File: src/rtl/gate_bist_pkg.sv
`default_nettype none
// +--------------------------------------------------------------------------+
// | gate_bist_pkg : shared types and truth-table constants for gate_bist     |
// | Revision 1.0                                                             |
// +--------------------------------------------------------------------------+
package gate_bist_pkg;

  typedef enum logic [1:0] {
    IDLE   = 2'd0,
    SETTLE = 2'd1,
    SAMPLE = 2'd2,
    DONE   = 2'd3
  } state_e;

  // Truth tables are indexed by {a,b}
  localparam logic [3:0] TT_NOR  = 4'b0001;
  localparam logic [3:0] TT_NAND = 4'b0111;
  localparam logic [3:0] TT_AND  = 4'b1000;
  localparam logic [3:0] TT_OR   = 4'b1110;
  localparam logic [3:0] TT_XOR  = 4'b0110;

  localparam logic [7:0] ERR_MAX = 8'd255;

  function automatic logic [7:0] sat_inc(input logic [7:0] v);
    return (v == ERR_MAX) ? v : v + 8'd1;
  endfunction

endpackage
`default_nettype wire

File: src/rtl/gate_bist_timer.sv
`default_nettype none
// +--------------------------------------------------------------------------+
// | gate_bist_timer : loadable down-counter with terminal-count flag         |
// | Revision 1.0                                                             |
// +--------------------------------------------------------------------------+
module gate_bist_timer #(
  parameter int WIDTH = 4
) (
  input  logic             clk,
  input  logic             rst_n,
  input  logic             load,
  input  logic [WIDTH-1:0] load_val,
  output logic             tc
);

  logic [WIDTH-1:0] count_q, count_d;

  // Holds at zero once expired so tc stays asserted until the next load
  always_comb begin
    count_d = count_q;
    if (load) begin
      count_d = load_val;
    end else if (count_q != '0) begin
      count_d = count_q - 1'b1;
    end
  end

  always_ff @(posedge clk or negedge rst_n) begin
    if (!rst_n) begin
      count_q <= '0;
    end else begin
      count_q <= count_d;
    end
  end

  assign tc = (count_q == '0);

endmodule
`default_nettype wire

File: src/rtl/gate_bist.sv
`default_nettype none
// +--------------------------------------------------------------------------+
// | gate_bist : drives a 2-input gate through all vectors and checks y       |
// | Option macro GATE_BIST_HALT_EN: stop the run on the first mismatch       |
// | Revision 1.0                                                             |
// +--------------------------------------------------------------------------+
module gate_bist
  import gate_bist_pkg::*;
#(
  parameter int         SETTLE_CYCLES = 2,
  parameter int         NUM_PASSES    = 1,
  parameter logic [3:0] EXPECT_TT     = TT_NOR
) (
  input  logic       clk,
  input  logic       rst_n,
  input  logic       start,
  input  logic       y,
  output logic       a,
  output logic       b,
  output logic       busy,
  output logic       done,
  output logic       pass,
  output logic [7:0] err_count,
  output logic [3:0] fail_vec
);

  localparam logic [3:0] SETTLE_LOAD = 4'(SETTLE_CYCLES - 1);
  localparam logic [7:0] LAST_PASS   = 8'(NUM_PASSES - 1);

  state_e     state_q, state_d;
  logic [1:0] vec_q, vec_d;
  logic [1:0] ab_q, ab_d;
  logic [7:0] pass_cnt_q, pass_cnt_d;
  logic [7:0] err_count_q, err_count_d;
  logic [3:0] fail_vec_q, fail_vec_d;
  logic       busy_q, busy_d;
  logic       done_q, done_d;
  logic       pass_q, pass_d;

  logic       timer_load;
  logic       timer_tc;
  logic       mismatch;
  logic       halt_now;
  logic [7:0] err_upd;
  logic [3:0] fail_upd;

  gate_bist_timer #(.WIDTH(4)) u_timer (
    .clk      (clk),
    .rst_n    (rst_n),
    .load     (timer_load),
    .load_val (SETTLE_LOAD),
    .tc       (timer_tc)
  );

  // Case inequality so an unknown y counts as a failure
  assign mismatch = (y !== EXPECT_TT[vec_q]);
  assign err_upd  = mismatch ? sat_inc(err_count_q) : err_count_q;
  assign fail_upd = fail_vec_q | (mismatch ? (4'b0001 << vec_q) : 4'b0000);

`ifdef GATE_BIST_HALT_EN
  assign halt_now = mismatch;
`else
  assign halt_now = 1'b0;
`endif

  always_comb begin
    state_d     = state_q;
    vec_d       = vec_q;
    ab_d        = ab_q;
    pass_cnt_d  = pass_cnt_q;
    err_count_d = err_count_q;
    fail_vec_d  = fail_vec_q;
    busy_d      = busy_q;
    done_d      = done_q;
    pass_d      = pass_q;
    timer_load  = 1'b0;

    case (state_q)
      IDLE, DONE: begin
        if (start) begin
          state_d     = SETTLE;
          vec_d       = 2'd0;
          ab_d        = 2'd0;
          pass_cnt_d  = 8'd0;
          err_count_d = 8'd0;
          fail_vec_d  = 4'd0;
          busy_d      = 1'b1;
          done_d      = 1'b0;
          pass_d      = 1'b0;
          timer_load  = 1'b1;
        end
      end
      SETTLE: begin
        if (timer_tc) begin
          state_d = SAMPLE;
        end
      end
      SAMPLE: begin
        err_count_d = err_upd;
        fail_vec_d  = fail_upd;
        if (halt_now || (vec_q == 2'd3 && pass_cnt_q >= LAST_PASS)) begin
          state_d = DONE;
          ab_d    = 2'd0;
          busy_d  = 1'b0;
          done_d  = 1'b1;
          pass_d  = (err_upd == 8'd0);
        end else if (vec_q != 2'd3) begin
          state_d    = SETTLE;
          vec_d      = vec_q + 2'd1;
          ab_d       = vec_q + 2'd1;
          timer_load = 1'b1;
        end else begin
          state_d    = SETTLE;
          vec_d      = 2'd0;
          ab_d       = 2'd0;
          pass_cnt_d = pass_cnt_q + 8'd1;
          timer_load = 1'b1;
        end
      end
      default: begin
        state_d = IDLE;
      end
    endcase
  end

  always_ff @(posedge clk or negedge rst_n) begin
    if (!rst_n) begin
      state_q     <= IDLE;
      vec_q       <= 2'd0;
      ab_q        <= 2'd0;
      pass_cnt_q  <= 8'd0;
      err_count_q <= 8'd0;
      fail_vec_q  <= 4'd0;
      busy_q      <= 1'b0;
      done_q      <= 1'b0;
      pass_q      <= 1'b0;
    end else begin
      state_q     <= state_d;
      vec_q       <= vec_d;
      ab_q        <= ab_d;
      pass_cnt_q  <= pass_cnt_d;
      err_count_q <= err_count_d;
      fail_vec_q  <= fail_vec_d;
      busy_q      <= busy_d;
      done_q      <= done_d;
      pass_q      <= pass_d;
    end
  end

  assign a         = ab_q[1];
  assign b         = ab_q[0];
  assign busy      = busy_q;
  assign done      = done_q;
  assign pass      = pass_q;
  assign err_count = err_count_q;
  assign fail_vec  = fail_vec_q;

endmodule
`default_nettype wire

File: config.mk
export PLATFORM = sky130hd
export DESIGN_NAME = gate_bist
export DESIGN_NICKNAME = d
export VERILOG_FILES = /design/src/rtl/gate_bist_pkg.sv /design/src/rtl/gate_bist_timer.sv /design/src/rtl/gate_bist.sv
export SDC_FILE = /design/constraint.sdc
export NUM_CORES = 1
export LEC_CHECK = 0
export ABC_AREA = 1
export BUFFER_PORTS_ARGS = -buffer_cell sky130_fd_sc_hd__buf_2
export CORE_MARGIN = 5
export CORE_UTILIZATION = 50
export DETAILED_ROUTE_END_ITERATION = 16
export GPL_ROUTABILITY_DRIVEN = 1
export PLACE_DENSITY_LB_ADDON = 0.25
export SLEW_MARGIN = 25
export SYNTH_ARGS = -nofsm -noshare
export SYNTH_HDL_FRONTEND = slang
export SYNTH_SLANG_ARGS = --single-unit
File: constraint.sdc
create_clock -name clk -period 1.9 [get_ports clk]
set_input_delay 0 -clock clk [delete_from_list [all_inputs] [get_ports clk]]
set_output_delay 0 -clock clk [all_outputs]
set_load 0.01 [all_outputs]
==> impl_metrics.yaml <==
setup_path:
  cp_common_cell: "nand2_1"
  cp_cell_sequence: "inv_2 -> ha_4 -> ha_4 -> nor3_1 -> nand2_1 -> o21ai_0 -> nand2_1 -> nor2_1 -> nand2_1 -> nand2_1"
  critical_path_class: "flip-flop to flip-flop"
  worst-path-stages: 10
  worstSetupEndpointType: "flip-flop"
  endpoint: "pass$_DFFE_PN0P_"
  critPathSlowestCell: "dfrtp_1"
  critPathRequiredTime_ps: 2180
  timing.rr.end: "pass$_DFFE_PN0P_"
  critPathArrivalTime_ps: 2000
  r2r_slack_ps: 180
  worst-path-buf-inv: 1
  critPathMaxStageDelay_ps: 410
  cp-start-kind: "flip-flop"
  rr_startpoint: "vec_q[0]$_DFFE_PN0P_"
  reg2reg_depth: 10
  cpLargestDelayFamily: "simple AND/OR/NAND/NOR gates"
  critical_path.max_fanout: 4
  crit_start: "vec_q[0]$_DFFE_PN0P_"
floorplanning:
  die_x_um: 63.4
  die-height_um: 63.4
  initial_core_util_pct: 51.8
  io_pins: 21
  design.die.area_mm2: 0.00402
  rows: 19
  core_area_mm2: 0.00276
drt:
  wl_per_cell_um: 13.5
  ant_nets: 0
  drtPass1Iterations: 4
  num_vias: 1306
  avgViaCountPerCell: 5.37
  drc: 0
  drt_iter0_drc: 82
  wirelength_mm: 3.28
power_and_ir_drop:
  power_frac_comb_pct: 55.5
  p_seq_share_pct: 33.8
  power.switching_mw: 1.03
  p_total_mw: 2.34
  power.density_mw_per_mm2: 1380
  ir_drop_v: 0.00107
  leakage_nw: 0.919
  clkPwrFrac_pct: 10.7
  p_int_mw: 1.31
  switching_share_pct: 44.0
clock_tree:
  tritoncts: "built"
  root_buffer: "clkbuf_4"
  numCtsBuffers: 3
  htreeDepth: 1
  clockBufferDepth: 2
  clock_latency_ps: 330
  clk_pin_slew_ps: 140
  clock_sinks: 25
logic_synthesis:
  syn-cell-area_mm2: 0.00143
  syn-num-nets: 193
  ys_ff_latch: 25
  avgSynthCellArea_um2: 7.98
  synth_seq_area_share_pct: 43.8
  synthCells: 179
  yosysWarnings: 0
  synthTopCellsByArea: "dfrtp_1, nand2_1, ha_1"
  synth_top_area_share_pct: 43.8
  synth_top_area_cell: "dfrtp_1"
  synth.distinct_cells: 24
layout:
  drive_gt1_share_pct: 24.1
  num-fill-cells: 254
  area_delta_synth_final_pct: 18.5
  design_area_mm2: 0.00169
  layoutNonFillerInstCount: 243
  layout_common_cells: "nand2_1, inv_1, dfrtp_1, buf_2, nor2_1"
  num-nets-final: 227
  n_antenna_cell: 0
  layout_commonest_cell: "nand2_1"
global_route:
  grt_max_degree: 26
  grt_pass1_vias: 1279
  overflow: 0
  grt_pass1_wl_mm: 5.52
  grt_util_all_layers_pct: 17.0
  antenna_found_initial: 0
sta:
  layout_min_cycle_time_ps: 1720
  fin_skew_ps: 8.93
  fmax_mhz: 582
  setup_viol: 0
  worstMarginPinSlew_ps: 563
  maxSlewHeadroom_pct: 62.4
  finalCritPeriodShare_pct: 90.4
  finalMaxSlewViolations: 0
  finalHoldViolations: 0
  rsz0062_at_grt: "no"
place:
  placedCellCount: 230
  place_area_mm2: 0.00157
  port_buffers: 20
  gp_congestion: 0.853
  dp_hpwl_mm: 2.38
hold_path:
  min_path_type: "input port to flip-flop"
job:
  maxCapViolCount: 0
run_status:
  outcome: "finished, final reports clean"
-- cell usage after synthesis --
library cell	count
a21oi_1	6
a21oi_2	1
a31oi_1	3
buf_2	1
buf_6	1
dfrtp_1	25
ha_1	10
inv_1	27
inv_2	1
nand2_1	42
nand2_2	4
nand2_4	1
nand3_1	7
nand4_1	3
nor2_1	20
nor2_2	1
nor2_4	3
nor3_1	2
o21a_1	1
o21ai_0	10
o21ai_2	1
o22ai_1	7
or2_2	1
xor2_1	1
-- final cells by class --
class                           count  area (µm²)  share of cell area [%]
Timing Repair Buffer               31         185                    10.9
Inverter                           28         108                    6.36
Sequential cell                    25         626                    37.0
Tap cell                           31        38.8                    2.29
Clock buffer                        4        26.3                    1.55
Multi-Input combinational cell    124         708                    41.9
-- state kept, by name, summed over array words and instances, names as in the netlist --
name	cells
busy	1
err_count	8
pass	1
ab_q	2
u_timer.count_q	4
state_q	2
fail_vec	4
done	1
vec_q	2
-- how the worst min path moves through the flow --
stage                     start                      end  slack [ps]  cells after the start
after floorplan           rst_n      ab_q[0]$_DFFE_PN0P_        -300                      0
after global placement    rst_n  fail_vec[2]$_DFFE_PN0P_          20                      1
after detailed placement  rst_n  fail_vec[0]$_DFFE_PN0P_          30                      1
after CTS                 start  fail_vec[2]$_DFFE_PN0P_         110                      4
after global routing      start  fail_vec[2]$_DFFE_PN0P_         130                      4
final                     start         busy$_DFFE_PN0P_         120                      4
-- layer usage --
metal	share of wire [%]	global-route usage, %
met3	5.1	2.84
met2	51	28.7
met4	2.7	9.09
met5	0	0
met1	42	20.5
-- worst register-to-register path: stages, from the launching register on --
cell     delay (ps)
dfrtp_1         410
inv_2            90
ha_4            140
ha_4            210
nor3_1          350
nand2_1          80
o21ai_0         120
nand2_1          80
nor2_1           90
nand2_1          60
nand2_1          50
-- per-stage QoR --
step | TNS, ps | utilization, % | hold slack (ps) | setup slack, ps
4_1_cts | 0 | 59.1 | 108 | 17.2
2_1_floorplan | 0 | - | -296 | 116
6_report | 0 | 61.3 | 117 | 182
3_5_place_dp | -54.8 | 56.8 | 28.3 | -54.8
3_3_place_gp | 0 | 56.8 | 20.8 | 74.9
5_1_grt | 0 | 61.3 | 131 | 3.54
-- timing repair --
item	CTS	global route
resized for setup	1	6
cloned	0	0
hold endpoints to repair	25	0
pin swaps	1	5
hold buffers	1	0
setup endpoints to repair	1	2
setup buffers	2	6
-- power by group through the flow --
| stage | clock network [mW] | registers [mW] | logic [mW] |
|---|---|---|---|
| finish | 0.250 | 0.791 | 1.30 |
| global route | 0.286 | 0.813 | 1.48 |
| CTS | 0.259 | 0.789 | 1.16 |
| detailed placement | 0 | 0.813 | 1.09 |
| global placement | 0 | 0.800 | 1.03 |
| floorplan | 0 | 0.838 | 0.732 |
-- kinds of logic (layout without fill, tap and decap cells) --
family | Yosys count | after routing | synth area share, %
fa+ha+maj | 10 | 10 | 8.76
flops | 25 | 25 | 43.8
xor+xnor | 1 | 1 | 0.614
buf+inv | 30 | 63 | 8.50
compound gates | 29 | 29 | 11.7
simple gates | 84 | 84 | 26.6
Note: power is estimated with default switching activity, not from simulation.
